===== src/rtl/mem_cmd_queue_if.sv =====
`default_nettype none
// ============================================================================
//  Module      : mem_cmd_queue_if
//  Description : User-side command/response bundle for mem_cmd_queue.
//                master : user logic (issues commands, consumes responses)
//                slave  : the queue   (accepts commands, returns read data)
//  Signals     : cmd_valid/cmd_ready handshake, cmd_write, cmd_address,
//                cmd_wdata, rsp_valid (one-cycle pulse), rsp_data
//  Revision    : 1.0 - initial release
// ============================================================================
interface mem_cmd_queue_if #(
    parameter int AW = 26,
    parameter int DW = 128
);
    logic          cmd_valid;
    logic          cmd_ready;
    logic          cmd_write;
    logic [AW-1:0] cmd_address;
    logic [DW-1:0] cmd_wdata;
    logic          rsp_valid;
    logic [DW-1:0] rsp_data;

    modport master (
        output cmd_valid, cmd_write, cmd_address, cmd_wdata,
        input  cmd_ready, rsp_valid, rsp_data
    );

    modport slave (
        input  cmd_valid, cmd_write, cmd_address, cmd_wdata,
        output cmd_ready, rsp_valid, rsp_data
    );
endinterface
`default_nettype wire


===== src/rtl/mem_cmd_queue.sv =====
`default_nettype none
// ============================================================================
//  Module      : mem_cmd_queue
//  Description : Command FIFO in front of a single-beat memory driver. Pops
//                one command at a time onto the READ/WRITE/PENDING handshake
//                and returns read data as a one-cycle response pulse.
//  Ports       : clk_i, rst_i      clock / synchronous active-high reset
//                cmd_if (slave)    command handshake and read response
//                level_o, busy_o   FIFO occupancy, activity flag
//                address_o, wdata_o, read_o, write_o   driver request
//                pending_i, rdata_i                    driver status / data
//                error_o           sticky watchdog error
//  Option      : MEM_CMD_QUEUE_WATCHDOG_EN enables the transaction watchdog
//                (TIMEOUT_CYCLES); otherwise error_o is tied low.
//  Revision    : 1.0 - initial release
// ============================================================================
module mem_cmd_queue #(
    parameter int DEPTH          = 8,
    parameter int AW             = 26,
    parameter int DW             = 128,
    parameter int TIMEOUT_CYCLES = 1024
) (
    input  wire                      clk_i,
    input  wire                      rst_i,
    mem_cmd_queue_if.slave           cmd_if,
    output logic [$clog2(DEPTH):0]   level_o,
    output logic                     busy_o,
    output logic [AW-1:0]            address_o,
    output logic [DW-1:0]            wdata_o,
    output logic                     read_o,
    output logic                     write_o,
    input  wire                      pending_i,
    input  wire  [DW-1:0]            rdata_i,
    output logic                     error_o
);

    localparam int c_IDX_W = $clog2(DEPTH);
    localparam int c_PTR_W = c_IDX_W + 1;
    localparam int c_ENT_W = 1 + AW + DW;

    localparam logic [1:0] c_S_IDLE  = 2'd0;
    localparam logic [1:0] c_S_ISSUE = 2'd1;
    localparam logic [1:0] c_S_WAIT  = 2'd2;

    // ------------------------------------------------------------------------
    // FIFO
    // ------------------------------------------------------------------------
    logic [c_ENT_W-1:0] mem_q [DEPTH];
    logic [c_PTR_W-1:0] wr_ptr_q;
    logic [c_PTR_W-1:0] rd_ptr_q;
    logic [c_PTR_W-1:0] w_level;
    logic               w_empty;
    logic               w_full;
    logic               w_cmd_ready;
    logic               w_push;
    logic               w_pop;
    logic [c_ENT_W-1:0] w_head;

    logic [1:0]         state_q;
    logic [1:0]         state_d;

    // Pointers carry one extra bit, so the difference is the occupancy and
    // its MSB is set exactly when the FIFO holds DEPTH entries.
    assign w_level     = wr_ptr_q - rd_ptr_q;
    assign w_empty     = (wr_ptr_q == rd_ptr_q);
    assign w_full      = w_level[c_PTR_W-1];
    // Ready comes only from registered pointers, never from a same-cycle pop.
    assign w_cmd_ready = !rst_i && !w_full;
    assign w_push      = cmd_if.cmd_valid && w_cmd_ready;
    assign w_pop       = (state_q == c_S_IDLE) && !w_empty;
    assign w_head      = mem_q[rd_ptr_q[c_IDX_W-1:0]];

    always_ff @(posedge clk_i) begin
        if (rst_i) begin
            wr_ptr_q <= '0;
            rd_ptr_q <= '0;
        end else begin
            if (w_push) begin
                wr_ptr_q <= wr_ptr_q + c_PTR_W'(1);
            end
            if (w_pop) begin
                rd_ptr_q <= rd_ptr_q + c_PTR_W'(1);
            end
        end
    end

    // Storage needs no reset: entries are only read between push and pop.
    always_ff @(posedge clk_i) begin
        if (w_push) begin
            mem_q[wr_ptr_q[c_IDX_W-1:0]] <= {cmd_if.cmd_write, cmd_if.cmd_address,
                                             cmd_if.cmd_wdata};
        end
    end

    // ------------------------------------------------------------------------
    // Watchdog
    // ------------------------------------------------------------------------
    logic w_timeout;

`ifdef MEM_CMD_QUEUE_WATCHDOG_EN
    localparam int                c_WD_W    = $clog2(TIMEOUT_CYCLES) + 1;
    localparam logic [c_WD_W-1:0] c_WD_LAST = c_WD_W'(TIMEOUT_CYCLES - 1);

    logic [c_WD_W-1:0] wd_cnt_q;
    logic              error_q;

    // Fires on the edge where the count would reach TIMEOUT_CYCLES.
    assign w_timeout = (state_q != c_S_IDLE) && (wd_cnt_q == c_WD_LAST);

    always_ff @(posedge clk_i) begin
        if (rst_i) begin
            wd_cnt_q <= '0;
            error_q  <= 1'b0;
        end else begin
            if (w_pop) begin
                wd_cnt_q <= '0;
            end else if (state_q != c_S_IDLE) begin
                wd_cnt_q <= wd_cnt_q + c_WD_W'(1);
            end
            if (w_timeout) begin
                error_q <= 1'b1;
            end
        end
    end

    assign error_o = error_q;
`else
    assign w_timeout = 1'b0;
    assign error_o   = 1'b0;
`endif

    // ------------------------------------------------------------------------
    // FSM: state register
    // ------------------------------------------------------------------------
    logic [AW-1:0] addr_q,     addr_d;
    logic [DW-1:0] wdata_q,    wdata_d;
    logic          is_write_q, is_write_d;
    logic          rsp_valid_q, rsp_valid_d;
    logic [DW-1:0] rsp_data_q,  rsp_data_d;

    always_ff @(posedge clk_i) begin
        if (rst_i) begin
            state_q     <= c_S_IDLE;
            addr_q      <= '0;
            wdata_q     <= '0;
            is_write_q  <= 1'b0;
            rsp_valid_q <= 1'b0;
            rsp_data_q  <= '0;
        end else begin
            state_q     <= state_d;
            addr_q      <= addr_d;
            wdata_q     <= wdata_d;
            is_write_q  <= is_write_d;
            rsp_valid_q <= rsp_valid_d;
            rsp_data_q  <= rsp_data_d;
        end
    end

    // ------------------------------------------------------------------------
    // FSM: next state
    // ------------------------------------------------------------------------
    always_comb begin
        state_d     = state_q;
        addr_d      = addr_q;
        wdata_d     = wdata_q;
        is_write_d  = is_write_q;
        rsp_valid_d = 1'b0;
        rsp_data_d  = rsp_data_q;

        case (state_q)
            c_S_IDLE: begin
                if (!w_empty) begin
                    addr_d     = w_head[DW +: AW];
                    wdata_d    = w_head[DW-1:0];
                    is_write_d = w_head[c_ENT_W-1];
                    state_d    = c_S_ISSUE;
                end
            end
            c_S_ISSUE: begin
                if (w_timeout) begin
                    state_d = c_S_IDLE;
                end else if (pending_i) begin
                    state_d = c_S_WAIT;
                end
            end
            c_S_WAIT: begin
                if (w_timeout) begin
                    state_d = c_S_IDLE;
                end else if (!pending_i) begin
                    if (!is_write_q) begin
                        rsp_valid_d = 1'b1;
                        rsp_data_d  = rdata_i;
                    end
                    state_d = c_S_IDLE;
                end
            end
            default: begin
                state_d = c_S_IDLE;
            end
        endcase
    end

    // ------------------------------------------------------------------------
    // FSM: outputs
    // ------------------------------------------------------------------------
    always_comb begin
        read_o  = 1'b0;
        write_o = 1'b0;
        if (state_q == c_S_ISSUE) begin
            read_o  = !is_write_q;
            write_o = is_write_q;
        end
        busy_o = (state_q != c_S_IDLE) || !w_empty;
    end

    assign level_o          = w_level;
    assign address_o        = addr_q;
    assign wdata_o          = wdata_q;
    assign cmd_if.cmd_ready = w_cmd_ready;
    assign cmd_if.rsp_valid = rsp_valid_q;
    assign cmd_if.rsp_data  = rsp_data_q;

endmodule
`default_nettype wire


===== src/flat_wrapper.sv =====
// flat-port wrapper written by rule: the top's interface ports become plain ports
module mem_cmd_queue_flat 
#(
    parameter int DEPTH          = 8,
    parameter int AW             = 26,
    parameter int DW             = 128,
    parameter int TIMEOUT_CYCLES = 1024
)
  (clk_i, rst_i, level_o, busy_o, address_o, wdata_o, read_o, write_o, pending_i, rdata_i, error_o, cmd_if_cmd_valid, cmd_if_cmd_write, cmd_if_cmd_address, cmd_if_cmd_wdata, cmd_if_cmd_ready, cmd_if_rsp_valid, cmd_if_rsp_data);
  mem_cmd_queue_if #(.AW(AW), .DW(DW)) cmd_if_i ();
  input  wire clk_i;
  input  wire rst_i;
  output logic [$clog2(DEPTH):0] level_o;
  output logic busy_o;
  output logic [AW-1:0] address_o;
  output logic [DW-1:0] wdata_o;
  output logic read_o;
  output logic write_o;
  input  wire pending_i;
  input  wire  [DW-1:0] rdata_i;
  output logic error_o;
  input wire logic [$bits(cmd_if_i.cmd_valid)-1:0] cmd_if_cmd_valid;
  input wire logic [$bits(cmd_if_i.cmd_write)-1:0] cmd_if_cmd_write;
  input wire logic [$bits(cmd_if_i.cmd_address)-1:0] cmd_if_cmd_address;
  input wire logic [$bits(cmd_if_i.cmd_wdata)-1:0] cmd_if_cmd_wdata;
  output wire logic [$bits(cmd_if_i.cmd_ready)-1:0] cmd_if_cmd_ready;
  output wire logic [$bits(cmd_if_i.rsp_valid)-1:0] cmd_if_rsp_valid;
  output wire logic [$bits(cmd_if_i.rsp_data)-1:0] cmd_if_rsp_data;
  assign cmd_if_i.cmd_valid = cmd_if_cmd_valid;
  assign cmd_if_i.cmd_write = cmd_if_cmd_write;
  assign cmd_if_i.cmd_address = cmd_if_cmd_address;
  assign cmd_if_i.cmd_wdata = cmd_if_cmd_wdata;
  assign cmd_if_cmd_ready = cmd_if_i.cmd_ready;
  assign cmd_if_rsp_valid = cmd_if_i.rsp_valid;
  assign cmd_if_rsp_data = cmd_if_i.rsp_data;
  mem_cmd_queue #(.DEPTH(DEPTH), .AW(AW), .DW(DW), .TIMEOUT_CYCLES(TIMEOUT_CYCLES)) u_core (.clk_i(clk_i), .rst_i(rst_i), .cmd_if(cmd_if_i), .level_o(level_o), .busy_o(busy_o), .address_o(address_o), .wdata_o(wdata_o), .read_o(read_o), .write_o(write_o), .pending_i(pending_i), .rdata_i(rdata_i), .error_o(error_o));
endmodule

===== config.mk =====
export PLATFORM = sky130hd
export DESIGN_NAME = mem_cmd_queue_flat
export DESIGN_NICKNAME = d
export VERILOG_FILES = /design/src/rtl/mem_cmd_queue_if.sv /design/src/rtl/mem_cmd_queue.sv /design/src/flat_wrapper.sv
export SDC_FILE = /design/constraint.sdc
export NUM_CORES = 2
export LEC_CHECK = 0
export ABC_CLOCK_PERIOD_IN_PS = 48300
export CAP_MARGIN = 20
export CORE_MARGIN = 2
export CORE_UTILIZATION = 45
export DETAILED_ROUTE_END_ITERATION = 7
export PLACE_DENSITY = 0.75
export SLEW_MARGIN = 20
export SYNTH_ARGS = -nofsm -noshare
export SYNTH_HDL_FRONTEND = slang
export SYNTH_SLANG_ARGS = --single-unit

===== constraint.sdc =====
create_clock -name clk_i -period 48.3 [get_ports clk_i]
set_input_delay 12.075 -clock clk_i [delete_from_list [all_inputs] [get_ports clk_i]]
set_output_delay 12.075 -clock clk_i [all_outputs]
set_load 0.01 [all_outputs]

## Yosys cells after proc, flatten, opt, wreduce, memory -nomap -nowiden

Memories as Yosys holds them, arrays and structs flattened. A register that Yosys moved wholly into a read port is not among the register bits.
Cells that the tools add are included.

- Add/subtract/negate cells: 3
- Equal/unequal tests: 6
- Multiplexer cells: 9
- Bitwise logic cells: 4
- Reductions and logical operators: 14

Operator list:

| cell | count |
|---|---|
| $add 4x1->4 const B | 2 |
| $mux 2 | 3 |
| $ne 2x2->1 const B | 3 |
| $pmux 2 s3 | 1 |
| $reduce_and 3->1 | 2 |
| $mux 1 | 5 |
| $eq 4x4->1 | 1 |
| $logic_not 1->1 | 4 |
| $not 1->1 | 4 |
| $sub 4x4->4 | 1 |
| $logic_and 1x1->1 | 3 |
| $reduce_or 3->1 | 1 |
| $eq 2x1->1 const B | 1 |
| $eq 2x2->1 const B | 1 |
| $logic_not 2->1 | 1 |
| $reduce_and 2->1 | 1 |
| $reduce_bool 2->1 | 1 |
| $logic_or 1x1->1 | 1 |

- Register bits after elaboration: 139
- Bits in writable memories: 1240
- Input port bits: 287
- Memories: 1

Memory list:

| name | words | width | rd ports | clocked after Yosys merged registers in | write ports | line | text |
|---|---|---|---|---|---|---|---|
| u_core.mem_q | 8 | 155 | 1 | 1 | 1 | mem_cmd_queue.sv:48 | `logic [c_ENT_W-1:0] mem_q [DEPTH];` |

## Logic depth before layout (Yosys ltp)

- Depth after elaboration: 6
- Mapped depth: 12
- Depth with buffers taken out: 6

## Worst setup path before layout

No wires, ideal clock.

- Kind: input port to flip-flop
- Start: input port rst_i
- End: memory u_core.mem_q[5][0] in the netlist's numbering (enable)
- Library setup time: 1.049 ns
- Arrival: 27.081 ns
- Required time: 47.251 ns
- Slack: 20.170 ns
- Cell stages on the path: 3
- Cells stage by stage: clkbuf_1 > clkbuf_1 > nor4_1

- Cells in the longest elaborated chain, start to end: 5

RTL lines:

| element | line | text |
|---|---|---|
| start, declared | flat_wrapper.sv:12 | `input wire rst_i;` |
| $logic_not 1->1 | mem_cmd_queue.sv:68 | `assign w_cmd_ready = !rst_i && !w_full;` |
| $logic_and 1x1->1 | mem_cmd_queue.sv:68 |  |
| $logic_and 1x1->1 | mem_cmd_queue.sv:69 | `assign w_push = cmd_if.cmd_valid && w_cmd_ready;` |
| $mux 1 | mem_cmd_queue.sv:89 | `if (w_push) begin` |
| $mux 1 (not written as such) | mem_cmd_queue.sv:90 | `mem_q[wr_ptr_q[c_IDX_W-1:0]] <= {cmd_if.cmd_write, cmd_if.cmd_address,` |
| end, declared | mem_cmd_queue.sv:48 |  |

Every way passes these cells.

## Final worst setup path

- Start: input port rst_i
- End: output port cmd_if_cmd_ready

- Cells in the longest elaborated chain, start to end: 2

RTL lines:

| element | line | text |
|---|---|---|
| $logic_not 1->1 | mem_cmd_queue.sv:68 |  |
| $logic_and 1x1->1 | mem_cmd_queue.sv:68 |  |
| end, declared | flat_wrapper.sv:26 | `output wire logic [$bits(cmd_if_i.cmd_ready)-1:0] cmd_if_cmd_ready;` |

Every way passes these cells.

==> out/results.ini <==
[synthesis]
avgSynthCellArea_um2 = 18.1
syn_inst = 3126
synth-edff-count = 1240
synth_top_area_share_pct = 66.0
synth_seq_area_share_pct = 76.4
async_flop_share_pct = 0
synthFlopType = edfxtp_1
yosys.area.top_type = edfxtp_1
synth_cell_types = 47
syn-num-nets = 3419
ys_ff_latch = 1534
synthesis.area_um2 = 56500
synth_warnings = 0
synthTopCellsByArea = edfxtp_1 (66%), mux4_2 (12%), dfxtp_1 (10%)

[power_and_ir_drop]
switching_power_mw = 0.984
power.density_nw_per_um2 = 51.6
vdd_drop_max_mv = 0.0424
p_int_mw = 2.57
swShare_pct = 27.7
seqPwrFrac_pct = 44.8
combPwrFrac_pct = 21.6
leakagePower_nw = 21.7
p_clk_share_pct = 33.6

[timing]
fmax_mhz = 39.5
period_needed_ns = 25.31
finalSetupTns_ns = 0
slew_headroom_pct = 26.6
final_hold_viol_count = 0
rsz0062_at_grt = false
post-route-period-util_pct = 52.4
finalMaxSlewViolations = 0
setup_viol = 0
worst_slew_pin_slew_ns = 1.10
final.setup_skew_ns = 0.0460

[global_routing]
grt_max_degree = 148
antenna_found_initial = 50
grt_usage_pct = 21.9
grt_pass1_wl_mm = 204
grt_pass1_vias = 30900
grt.overflow.total = 0

[cells_and_area]
areaGrowthSynthToFinish_pct = 22.1
final_util_pct = 55.5
layout-drive-gt1-share_pct = 15.9
final_nets = 3995

[floorplan]
start_util_pct = 45.5
die_w_um = 358
core-area_um2 = 124000
rows = 129
dieArea_um2 = 128000
dieHeight_um = 358
ios = 579

[routing]
drcViolationCount = 0
vias = 30800
wl_per_cell_um = 25.9
routed_wl_mm = 142
vias_per_cell = 5.61
drtIter0Drc = 2850
dr.pass1.iters = 5
ant_nets = 0

[hold_path]
hp-class = reg -> reg
hold_path_depth = 2

[run_status]
status = finished clean

[clock_network]
htree_levels = 4
tritoncts = built
cts.repair_timing.setup_buffer_count = 0
cts_buffer_depth = 3
postCtsResizedCells = 0
cts_sinks = 1534
clock_latency_ns = 0.81
numCtsBuffers = 155
cts_hold_buf = 0
root_buffer = clkbuf_16
clkTransAtPathRegs_ns = 0.06

[placement]
place.gp.congestion = 0.787
portBuffers = 577
dp_hpwl_mm = 79.4

[job]
drv_cap = 0

[worst_setup_path]
cp.required_ns = 36.23
rr_worst_depth = 10
start_kind = input port
crit_fanout = 104
path_class = in -> out
crit_arrival_ns = 13.23
rrSetupSlack_ns = 42.98
worst_setup_path_end_kind = output port

==> cells in the final DEF, fill, tap and decap left out, drive strengths merged, types with 5 or more instances in the layout <==
master	synthesis	routed
a21oi	129	129
nor2	164	164
edfxtp	1240	1240
dfxtp	294	294
diode	0	21
nor3	6	6
nand2	569	569
bufinv	0	8
buf	124	47
clkdlybuf4s50	0	576
ha	5	5
mux4	310	310
clkbuf	80	228
inv	7	18
a311oi	154	154
clkinv	0	42
==> routing by layer <==
metal  GRT usage (%)  vias to the layer above  wire length, um
met5               0                        -              213
met4            8.44                       30             3960
met3            5.53                      260            10300
met2            37.8                     1153            74400
met1            26.5                    15900            53200
li1                -                    13400                -
==> cells by family (layout without fill, tap and decap cells) <==
logic type | count (synthesis) | count (layout) | share of synthesized area, %
buffers and inverters | 211 | 921 | 1.94
multiplexers | 313 | 313 | 12.4
flip-flops | 1534 | 1534 | 76.4
adder cells (fa/ha/maj) | 6 | 6 | 0.146
other | 1 | 22 | 0.00664
AND/OR/NAND/NOR | 760 | 760 | 5.19
XOR/XNOR | 7 | 7 | 0.122
AO/OA/AOI/OAI | 294 | 294 | 3.80
==> worst paths after layout <==
check                                          start                                       to
min reg2reg  u_core.cmd_if.rsp_data[31]$_SDFFE_PP0P_  u_core.cmd_if.rsp_data[31]$_SDFFE_PP0P_
max reg2reg          u_core.rd_ptr_q[2]$_SDFFE_PP0P_            u_core.mem_q[0][85]$_DFFE_PP_
max                                            rst_i                         cmd_if_cmd_ready
min          u_core.cmd_if.rsp_data[31]$_SDFFE_PP0P_  u_core.cmd_if.rsp_data[31]$_SDFFE_PP0P_
==> synthesized netlist by cell type (2+ instances only) <==
cell and number:
buf_4 32, ha_1 5, buf_6 11, a21oi_1 129, buf_2 81, dfxtp_1 294
nor4_1 3, nor2_1 164, a311oi_2 10, xor2_1 2, nand3b_1 2, nor3b_1 2
edfxtp_1 1240, a211oi_1 2, nand2b_1 3, a311oi_1 144, inv_1 7, mux2i_1 2
clkbuf_1 79, nor3_1 6, nand4_1 2, mux4_2 310, nand2_1 569, xnor2_1 4
==> worst max-delay path, stage by stage <==
cell	delay (ns)
buf_8	0.42
nor2_1	0.10
clkdlybuf4s50_1	0.50
==> power by group through the flow <==
stage | sequential (mW) | clock (mW) | combinational (mW)
floorplan | 1.63 | 0 | 0.512
global placement | 1.62 | 0 | 0.760
detailed placement | 1.62 | 0 | 0.775
CTS | 1.60 | 1.22 | 0.780
global route | 1.60 | 1.27 | 0.834
finish | 1.59 | 1.19 | 0.768
==> cell type report <==
cell class,count,area (um^2)
multi-input cells,1381,12300
flip-flops and latches,1534,43100
repair buffers,623,6210
fillers,9465,55200
inverters,7,31.3
well taps,1637,2050
clock buffers,228,4410
clock inverters,63,722
diodes,21,52.6
==> flip-flops by register name, summed over array words and instances, names as in the netlist <==
register / cells
u_core.mem_q: 1240
u_core.cmd_if.rsp_data: 128
u_core.wdata_o: 128
u_core.address_o: 26
u_core.rd_ptr_q: 4
u_core.wr_ptr_q: 4
u_core.state_q: 2
u_core.cmd_if.rsp_valid: 1
u_core.is_write_q: 1
==> through the flow <==
stage	instances	cell area (um^2)	worst slack [ns]	hold WS, ns	power (mW)
2_1_floorplan	3126	56500	20.17	0.481	2.15
3_3_place_gp	5182	63700	22.99	0.443	2.38
3_5_place_dp	5182	63700	23.01	0.447	2.40
4_1_cts	5473	68900	23.01	0.454	3.59
5_1_grt	5489	68900	22.92	0.468	3.71
6_report	5494	68900	22.99	0.452	3.56
(Power assumes the default switching activity.)
